==> src/rtl/fetch_seq_ctrl_pkg.sv <==
// Shared definitions for the core control sequencer: state encoding,
// default parameter values and the watchdog width helper.
package core_ctrl_pkg;

  localparam int DEFAULT_TIMEOUT_CYCLES = 16;
  localparam int DEFAULT_CNT_WIDTH      = 32;

  typedef logic [2:0] seq_state_t;

  localparam seq_state_t ST_FETCH = 3'd0;
  localparam seq_state_t ST_EXEC  = 3'd1;
  localparam seq_state_t ST_MEM   = 3'd2;
  localparam seq_state_t ST_HALT  = 3'd3;
  localparam seq_state_t ST_TRAP  = 3'd4;

  // Counter must hold TIMEOUT_CYCLES-1; never narrower than one bit.
  function automatic int timeout_w(input int cycles);
    return (cycles <= 2) ? 1 : $clog2(cycles);
  endfunction

endpackage

==> src/rtl/fetch_seq_ctrl_if.sv <==
// Handshake/status bundle between the sequencer and the memory/datapath side.
interface fetch_seq_ctrl_if import core_ctrl_pkg::*; #(
  parameter int CNT_WIDTH = DEFAULT_CNT_WIDTH
) ();

  logic                 halt_req;
  logic                 imem_ack;
  logic                 is_mem_op;
  logic                 dmem_ack;
  logic                 imem_req;
  logic                 ir_load;
  logic                 dmem_req;
  logic                 stall;
  logic                 commit;
  logic                 halted;
  logic                 bus_error;
  logic [CNT_WIDTH-1:0] instret;

  modport master (
    input  halt_req, imem_ack, is_mem_op, dmem_ack,
    output imem_req, ir_load, dmem_req, stall, commit, halted, bus_error, instret
  );

  modport slave (
    output halt_req, imem_ack, is_mem_op, dmem_ack,
    input  imem_req, ir_load, dmem_req, stall, commit, halted, bus_error, instret
  );

endinterface

==> src/rtl/fetch_seq_ctrl_bus_watchdog.sv <==
// Wait-cycle counter for a bus master; flags the last allowed cycle
// without an acknowledge.
module bus_watchdog import core_ctrl_pkg::*; #(
  parameter int TIMEOUT_CYCLES = DEFAULT_TIMEOUT_CYCLES
) (
  input  logic clk,
  input  logic reset,
  input  logic clr,
  input  logic tick,
  output logic expired
);

  localparam int TIMEOUT_W = timeout_w(TIMEOUT_CYCLES);
  localparam logic [TIMEOUT_W-1:0] LAST_WAIT = TIMEOUT_W'(TIMEOUT_CYCLES - 1);

  logic [TIMEOUT_W-1:0] count;

  always_ff @(posedge clk) begin
    if (!reset || clr) begin
      count <= '0;
    end else if (tick) begin
      count <= count + TIMEOUT_W'(1);
    end
  end

  assign expired = (count == LAST_WAIT);

endmodule

==> src/rtl/fetch_seq_ctrl.sv <==
// Multi-cycle fetch/execute/memory sequencer: drives bus requests, PC stall,
// IR load and commit strobes, counts retired instructions, traps on timeout.
module fetch_seq_ctrl import core_ctrl_pkg::*; #(
  parameter int TIMEOUT_CYCLES = DEFAULT_TIMEOUT_CYCLES,
  parameter int CNT_WIDTH      = DEFAULT_CNT_WIDTH
) (
  input logic              clk,
  input logic              reset,
  fetch_seq_ctrl_if.master bus
);

  seq_state_t           state;
  seq_state_t           next_state;
  logic                 imem_req;
  logic                 ir_load;
  logic                 dmem_req;
  logic                 stall;
  logic                 commit;
  logic                 wd_tick;
  logic                 wd_expired;
  logic                 bus_error_q;
  logic [CNT_WIDTH-1:0] instret_q;

  // The watchdog runs only while a request is outstanding and unacked;
  // any other cycle clears it so each new request starts from zero.
  assign wd_tick = reset &&
                   (((state == ST_FETCH) && !bus.imem_ack) ||
                    ((state == ST_MEM)   && !bus.dmem_ack));

  bus_watchdog #(
    .TIMEOUT_CYCLES(TIMEOUT_CYCLES)
  ) u_watchdog (
    .clk    (clk),
    .reset  (reset),
    .clr    (!wd_tick),
    .tick   (wd_tick),
    .expired(wd_expired)
  );

  always_comb begin
    next_state = state;
    imem_req   = 1'b0;
    ir_load    = 1'b0;
    dmem_req   = 1'b0;
    stall      = 1'b1;
    commit     = 1'b0;
    if (reset) begin
      case (state)
        ST_FETCH: begin
          imem_req = 1'b1;
          if (bus.imem_ack) begin
            ir_load    = 1'b1;
            next_state = ST_EXEC;
          end else if (wd_expired) begin
            next_state = ST_TRAP;
          end
        end
        ST_EXEC: begin
          if (bus.is_mem_op) begin
            next_state = ST_MEM;
          end else begin
            stall      = 1'b0;
            commit     = 1'b1;
            next_state = bus.halt_req ? ST_HALT : ST_FETCH;
          end
        end
        ST_MEM: begin
          dmem_req = 1'b1;
          if (bus.dmem_ack) begin
            stall      = 1'b0;
            commit     = 1'b1;
            next_state = bus.halt_req ? ST_HALT : ST_FETCH;
          end else if (wd_expired) begin
            next_state = ST_TRAP;
          end
        end
        ST_HALT: begin
          if (!bus.halt_req) begin
            next_state = ST_FETCH;
          end
        end
        ST_TRAP: begin
          next_state = ST_TRAP;
        end
        default: begin
          next_state = ST_FETCH;
        end
      endcase
    end
  end

  always_ff @(posedge clk) begin
    if (!reset) begin
      state       <= ST_FETCH;
      instret_q   <= '0;
      bus_error_q <= 1'b0;
    end else begin
      state <= next_state;
      if (commit) begin
        instret_q <= instret_q + CNT_WIDTH'(1);
      end
      if (next_state == ST_TRAP) begin
        bus_error_q <= 1'b1;
      end
    end
  end

  assign bus.imem_req  = imem_req;
  assign bus.ir_load   = ir_load;
  assign bus.dmem_req  = dmem_req;
  assign bus.stall     = stall;
  assign bus.commit    = commit;
  assign bus.halted    = reset && (state == ST_HALT);
  assign bus.bus_error = bus_error_q;
  assign bus.instret   = instret_q;

endmodule

==> src/flat_wrapper.sv <==
// flat-port wrapper written by rule: the top's interface ports become plain ports
module fetch_seq_ctrl_flat import core_ctrl_pkg::*;
#(
  parameter int TIMEOUT_CYCLES = DEFAULT_TIMEOUT_CYCLES,
  parameter int CNT_WIDTH      = DEFAULT_CNT_WIDTH
)
  (clk, reset, bus_halt_req, bus_imem_ack, bus_is_mem_op, bus_dmem_ack, bus_imem_req, bus_ir_load, bus_dmem_req, bus_stall, bus_commit, bus_halted, bus_bus_error, bus_instret);
  fetch_seq_ctrl_if #(.CNT_WIDTH(CNT_WIDTH)) bus_i ();
  input logic clk;
  input logic reset;
  input wire logic [$bits(bus_i.halt_req)-1:0] bus_halt_req;
  input wire logic [$bits(bus_i.imem_ack)-1:0] bus_imem_ack;
  input wire logic [$bits(bus_i.is_mem_op)-1:0] bus_is_mem_op;
  input wire logic [$bits(bus_i.dmem_ack)-1:0] bus_dmem_ack;
  output wire logic [$bits(bus_i.imem_req)-1:0] bus_imem_req;
  output wire logic [$bits(bus_i.ir_load)-1:0] bus_ir_load;
  output wire logic [$bits(bus_i.dmem_req)-1:0] bus_dmem_req;
  output wire logic [$bits(bus_i.stall)-1:0] bus_stall;
  output wire logic [$bits(bus_i.commit)-1:0] bus_commit;
  output wire logic [$bits(bus_i.halted)-1:0] bus_halted;
  output wire logic [$bits(bus_i.bus_error)-1:0] bus_bus_error;
  output wire logic [$bits(bus_i.instret)-1:0] bus_instret;
  assign bus_i.halt_req = bus_halt_req;
  assign bus_i.imem_ack = bus_imem_ack;
  assign bus_i.is_mem_op = bus_is_mem_op;
  assign bus_i.dmem_ack = bus_dmem_ack;
  assign bus_imem_req = bus_i.imem_req;
  assign bus_ir_load = bus_i.ir_load;
  assign bus_dmem_req = bus_i.dmem_req;
  assign bus_stall = bus_i.stall;
  assign bus_commit = bus_i.commit;
  assign bus_halted = bus_i.halted;
  assign bus_bus_error = bus_i.bus_error;
  assign bus_instret = bus_i.instret;
  fetch_seq_ctrl #(.TIMEOUT_CYCLES(TIMEOUT_CYCLES), .CNT_WIDTH(CNT_WIDTH)) u_core (.clk(clk), .reset(reset), .bus(bus_i));
endmodule
==> config.mk <==
export PLATFORM = sky130hd
export DESIGN_NAME = fetch_seq_ctrl_flat
export DESIGN_NICKNAME = d
export VERILOG_FILES = /design/src/rtl/fetch_seq_ctrl_pkg.sv /design/src/rtl/fetch_seq_ctrl_if.sv /design/src/rtl/fetch_seq_ctrl_bus_watchdog.sv /design/src/rtl/fetch_seq_ctrl.sv /design/src/flat_wrapper.sv
export SDC_FILE = /design/constraint.sdc
export NUM_CORES = 1
export LEC_CHECK = 0
export BUFFER_PORTS_ARGS = -buffer_cell sky130_fd_sc_hd__buf_2
export CORE_UTILIZATION = 33
export CTS_CLUSTER_DIAMETER = 30
export DETAILED_ROUTE_END_ITERATION = 10
export PLACE_DENSITY_LB_ADDON = 0.3
export SLEW_MARGIN = 20
export SYNTH_ARGS = -nofsm -noshare
export SYNTH_HDL_FRONTEND = slang
export SYNTH_HIERARCHICAL = 1
export SYNTH_SLANG_ARGS = --single-unit
export TNS_END_PERCENT = 1
==> constraint.sdc <==
create_clock -name clk -period 2.35 [get_ports clk]
set_input_delay 0.47 -clock clk [delete_from_list [all_inputs] [get_ports clk]]
set_output_delay 0.47 -clock clk [all_outputs]
set_load 0.05 [all_outputs]
==> results.sh, run 1 <==
export IMPL_status="complete, no violations"
export IMPL_power_density_nw_per_um2=508
export IMPL_regToRegEndpoint="u_core/bus.instret[28]"
export IMPL_period_share=0.925
export IMPL_synth_fp_nets=256
export IMPL_setup_violations=0
export IMPL_fin_skew_ps=4.51
export IMPL_detail_route_drc_violations=0
export IMPL_grt_usage=0.160
export IMPL_switching_power_share_of_the_total=0.248
export IMPL_synth_area_leaders="dfxtp_1, a21oi_1, o31ai_1"
export IMPL_synthDistinctLibCells=42
export IMPL_yosysWarningCount=6
export IMPL_io_buffers=44
export IMPL_row_count=28
export IMPL_post_route_util=0.421
export IMPL_final_setup_tns_ps=0
export IMPL_place_congestion=0.788
export IMPL_layoutNonFillerInstCount=372
export IMPL_synth_top_area_frac=0.388
export IMPL_synth_top_cells_by_count="dfxtp_1, a21oi_1, nand2_1, o31ai_1, or4_1"
export IMPL_detailedRoute_firstPassIterationCount=4
export IMPL_hold_violations=0
export IMPL_ctsLongestPathBuffers=2
export IMPL_critical_path_endpoint="bus_commit"
export IMPL_ctsResizeCount=0
export IMPL_antenna_found_initial=0
export IMPL_max_cap_viol_count=0
export IMPL_worstRegToRegCells=6
export IMPL_report_final_slew_viol_count=0
export IMPL_critPathLaunch="u_core/state[0]"
export IMPL_cts_repair_timing_setup_buffer_count=0
export IMPL_num_vias=1984
export IMPL_core_region_area_um2=5990
export IMPL_setup_repair_after_global_routing_missed_its_margin="no"
export IMPL_power_internal_uw=963
export IMPL_clock_share_of_power=0.372
export IMPL_drtAntennaViolNets=0
export IMPL_pin_count_of_the_biggest_net_entering_global_routing=24
export IMPL_detail_route_wl_per_cell_um=13.3
export IMPL_post_drt_via_cell_ratio=5.33
export IMPL_netlist_instances=248
export IMPL_synth_enable_flop_cells=0
export IMPL_timing_fmax_mhz=460
export IMPL_ys_ff_latch=40
export IMPL_dp_hpwl_um=3600
export IMPL_critical_path_endpoint_type="output pin"
export IMPL_diodes=0
export IMPL_dominantRegCellSynth="dfxtp_1"
export IMPL_timing_critical_path_fanout_max=5
export IMPL_finish_instance_area_um2=2520
export IMPL_clk_pin_slew_ps=80
export IMPL_htree_num_levels=2
export IMPL_synth_cell_area_um2=2060
export IMPL_area_of_the_die_um2=6570
export IMPL_start_util=0.344
export IMPL_numCtsBuffers=5
export IMPL_worstHoldPathType="in2reg"
export IMPL_async_flop_share=0
export IMPL_cp_data_arrival_time_ps=1700
export IMPL_seqPwrFrac=0.536
export IMPL_floorplan_die_height_um=81.0
export IMPL_dieWidth_um=81.0
export IMPL_peakVddDrop_v=0.000177
export IMPL_sw_pwr_uw=318
export IMPL_final_min_clock_period_ps=2170
export IMPL_synth_most_common_cell="dfxtp_1"
export IMPL_worst_slew_pin_slew_ps=627
export IMPL_cts_hold_repair_buffers=0
export IMPL_ios=45
export IMPL_rrSetupSlack_ps=220
export IMPL_overflow=0
export IMPL_clock_tree_root_cell="clkbuf_8"
export IMPL_worstPathRequired_ps=1880
export IMPL_initialDrtViolationCount=80
export IMPL_postPlaceCellArea_um2=2430
export IMPL_timing_setup_critical_path_class="reg2out"
export IMPL_worst_hold_slack_ps=421
export IMPL_drt_wl_total_um=4950
export IMPL_share_comb_of_total_power=0.092
export IMPL_drive_gt1_frac=0.219
export IMPL_placed_cells=364
export IMPL_yosysSeqAreaShare=0.388
export IMPL_r2r_startpoint="u_core/bus.instret[0]"
export IMPL_cts_tree="yes"
export IMPL_tritoncts_num_sinks=40
export IMPL_clock_insertion_delay_worst_skew_ps=290
export IMPL_wire_length_of_the_first_global_routing_pass_um=8200
export IMPL_final_net_count=304
export IMPL_synth_top_cell_by_area="dfxtp_1"
export IMPL_setup_worst_path_start_class="flip-flop"
export IMPL_grt_pass1_vias=1737
export IMPL_avgSynthCellArea_um2=8.31
export IMPL_area_overhead_of_the_layout_relative_to_synthesis_pct=22.3
export IMPL_leakage_uw=0.000980
export IMPL_timing_max_slew_rel_slack=0.581
cell families after synthesis:
kind of cell	synth area share
compound gates	0.183
mux	0.0388
flops	0.388
fa+ha+maj	0.0121
simple gates	0.310
buf+inv	0.0461
xor+xnor	0.0212
worst min-delay path by stage:
| stage | start | endpoint | slack [ps] | depth (start not counted) |
|---|---|---|---|---|
| after floorplan | u_core/u_watchdog/count[3] | u_core/u_watchdog/count[3] | 470 | 2 |
| after global placement | u_core/bus.bus_error | u_core/bus.bus_error | 450 | 1 |
| after detailed placement | u_core/bus.bus_error | u_core/bus.bus_error | 450 | 1 |
| after CTS | bus_halt_req | u_core/state[0] | 420 | 3 |
| after global routing | bus_halt_req | u_core/state[0] | 430 | 3 |
| final | bus_halt_req | u_core/state[0] | 420 | 3 |
critical path: stages (launching register included):
cell and delay (ps):
dfxtp_1 370, or3b_1 370, buf_4 160, a21oi_4 210
buf_2 300
sequential cells by signal (all words and copies together), names as in the netlist:
register,cells
u_core/u_watchdog/count,4
u_core/bus.bus_error,1
u_core/bus.instret,32
u_core/state,3
power by group through the flow:
stage / combinational, uW / clock, uW / sequential (uW)
CTS: 119 / 491 / 687
global route: 129 / 521 / 687
detailed placement: 119 / 0 / 703
finish: 118 / 476 / 687
floorplan: 79.2 / 0 / 706
global placement: 118 / 0 / 703
metrics by stage:
stage,setup WS (ps),power (uW)
6_report,177,1280
5_1_grt,89.6,1340
4_1_cts,152,1300
2_1_floorplan,46.8,785
3_3_place_gp,45.8,821
3_5_place_dp,33.9,822
cell usage in the layout (no fill, tap or decap), types with 3 or more instances in the layout:
master	count
a21oi_1	25
and3_1	9
and4_1	3
buf_2	44
buf_4	11
clkbuf_8	6
dfxtp_1	40
inv_1	9
mux2i_1	8
nand2_1	16
nand2b_1	8
nand3_1	10
nand3b_1	4
nand4_1	9
nor2_1	10
nor2b_1	4
nor4_1	4
o21ai_0	8
o31ai_1	14
or3_1	6
or4_1	14
xnor2_1	4
area by class of cell:
class | count | area [um^2]
Fill cell | 619 | 3470
Tap cell | 75 | 93.8
Inverter | 10 | 37.5
Timing Repair Buffer | 56 | 323
Multi-Input combinational cell | 183 | 1180
Sequential cell | 40 | 801
Clock buffer | 8 | 90.1
per-layer routing:
metal | wire (um) | vias to the layer above | track usage | part of all wire
met5 | 0 | - | 0 | 0
met3 | 234 | 2 | 0.0438 | 0.047
li1 | - | 1022 | - | -
met1 | 2350 | 928 | 0.208 | 0.48
met2 | 2320 | 32 | 0.252 | 0.47
met4 | 41 | 0 | 0.0589 | 0.0083
Power figures use the tool's default switching activity.
==> run 2, diff against run 1 <==
- CORE_ASPECT_RATIO: not set -> 0.75
==> run 2 against run 1 <==
Net effect: global-route usage down 0.58 points; setup slack worse by 29 ps; clock-buffer cell count down 2; largest power group unchanged; sequential power about the same; non-clock buffer count down 1; critical path depth unchanged; register-to-register slack about the same; die area about the same; core utilization up 0.79 points; critical endpoint unchanged; clock power up 27%; critical path type unchanged.
==> results.sh, run 2 (same netlist as run 1, synthesis figures left out) <==
export IMPL_dp_hpwl_um=3590
export IMPL_ios=45
export IMPL_post_route_util=0.429
export IMPL_ctsResizeCount=0
export IMPL_worstPathRequired_ps=1880
export IMPL_setup_worst_path_start_class="flip-flop"
export IMPL_cts_hold_repair_buffers=0
export IMPL_final_min_clock_period_ps=2200
export IMPL_drt_wl_total_um=4980
export IMPL_initialDrtViolationCount=117
export IMPL_max_cap_viol_count=0
export IMPL_layout_commonest_cell="buf_2"
export IMPL_floorplan_die_height_um=70.5
export IMPL_fillerInstances=600
export IMPL_clock_tree_root_cell="clkbuf_8"
export IMPL_power_density_nw_per_um2=555
export IMPL_cts_tree="yes"
export IMPL_setup_violations=0
export IMPL_worst_slew_pin_slew_ps=552
export IMPL_period_share=0.937
export IMPL_tritoncts_num_sinks=40
export IMPL_share_comb_of_total_power=0.084
export IMPL_worstHoldPathType="in2reg"
export IMPL_num_vias=2044
export IMPL_timing_max_slew_rel_slack=0.632
export IMPL_critical_path_endpoint_type="output pin"
export IMPL_io_buffers=44
export IMPL_post_drt_via_cell_ratio=5.47
export IMPL_final_setup_tns_ps=0
export IMPL_area_of_the_die_um2=6570
export IMPL_cp_data_arrival_time_ps=1730
export IMPL_hold_violations=0
export IMPL_postPlaceCellArea_um2=2420
export IMPL_diodes=0
export IMPL_setup_repair_after_global_routing_missed_its_margin="no"
export IMPL_sw_pwr_uw=338
export IMPL_start_util=0.349
export IMPL_peakVddDrop_v=0.000177
export IMPL_timing_fmax_mhz=454
export IMPL_antenna_found_initial=0
export IMPL_detail_route_wl_per_cell_um=13.3
export IMPL_timing_critical_path_fanout_max=5
export IMPL_leakage_uw=0.000987
export IMPL_dieWidth_um=93.3
export IMPL_core_region_area_um2=5920
export IMPL_ctsLongestPathBuffers=2
export IMPL_largest_register_ffs=32
export IMPL_wire_length_of_the_first_global_routing_pass_um=8010
export IMPL_htree_num_levels=2
export IMPL_final_net_count=303
export IMPL_grt_pass1_vias=1662
export IMPL_finish_instance_area_um2=2540
export IMPL_detailedRoute_firstPassIterationCount=4
export IMPL_seqPwrFrac=0.487
export IMPL_timing_setup_critical_path_class="reg2out"
export IMPL_report_final_slew_viol_count=0
export IMPL_pin_count_of_the_biggest_net_entering_global_routing=26
export IMPL_cts_repair_timing_setup_buffer_count=0
export IMPL_fin_skew_ps=9.18
export IMPL_detail_route_drc_violations=0
export IMPL_row_count=24
export IMPL_clk_pin_slew_ps=80
export IMPL_drive_gt1_frac=0.223
export IMPL_power_internal_uw=1070
export IMPL_area_overhead_of_the_layout_relative_to_synthesis_pct=23.1
export IMPL_switching_power_share_of_the_total=0.240
export IMPL_clock_share_of_power=0.429
export IMPL_place_congestion=0.741
export IMPL_grt_usage=0.154
export IMPL_status="complete, no violations"
export IMPL_clock_insertion_delay_worst_skew_ps=300
export IMPL_overflow=0
export IMPL_final_cell_mix="buf_2, dfxtp_1, a21oi_1"
export IMPL_numCtsBuffers=5
export IMPL_drtAntennaViolNets=0
## run 2: changes by cell type in the layout (fill, tap and decap cells not counted)
cell / delta
buf_12: -1
clkbuf_1: -2
bufinv_16: +1
clkinv_4: +1
## run 2: layout make-up
class	count	area, um^2	share of cell area
clock buffers	6	82.6	0.0325
clock inverters	2	38.8	0.0153
inverters	10	37.5	0.0148
multi-input cells	183	1180	0.464
flip-flops and latches	40	801	0.316
well taps	78	97.6	0.0385
repair buffers	55	303	0.119
## run 2: power by group through the flow
stage	logic, uW	registers (uW)	clock network [uW]
after floorplan	79.2	706	0
after global placement	117	701	0
after detailed placement	118	701	0
after CTS	119	685	619
after global routing	130	686	648
final	118	685	604
## run 2: worst paths after layout
path | startpoint | end | slack (ps) | cells past startpoint
hold / removal | bus_halt_req | u_core/state[0] | 410 | 3
setup / recovery | u_core/state[0] | bus_commit | 150 | 4
setup reg to reg | u_core/state[0] | u_core/bus.instret[24] | 230 | 5
hold reg to reg | u_core/bus.instret[31] | u_core/bus.instret[31] | 490 | 2
## run 2: metal layers
metal | up-vias | track usage | wire length (um)
met5 | - | 0 | 0
met1 | 971 | 0.214 | 2520
met3 | 6 | 0.0479 | 250
met2 | 44 | 0.228 | 2150
li1 | 1023 | - | -
met4 | 0 | 0.0462 | 59
## run 2: through the flow
stage | setup WS, ps | hold WS (ps) | power (uW) | std cells
3_5_place_dp | 30.0 | 454 | 820 | 366
2_1_floorplan | 46.8 | 469 | 785 | 248
6_report | 148 | 413 | 1410 | 374
3_3_place_gp | 60.1 | 446 | 818 | 366
4_1_cts | 138 | 404 | 1420 | 374
5_1_grt | 69.3 | 430 | 1460 | 374
## run 2: critical path, stage by stage (launching register included)
cell and delay [ps]:
dfxtp_1 380, or3b_1 380, buf_4 160, a21oi_4 210, buf_2 300
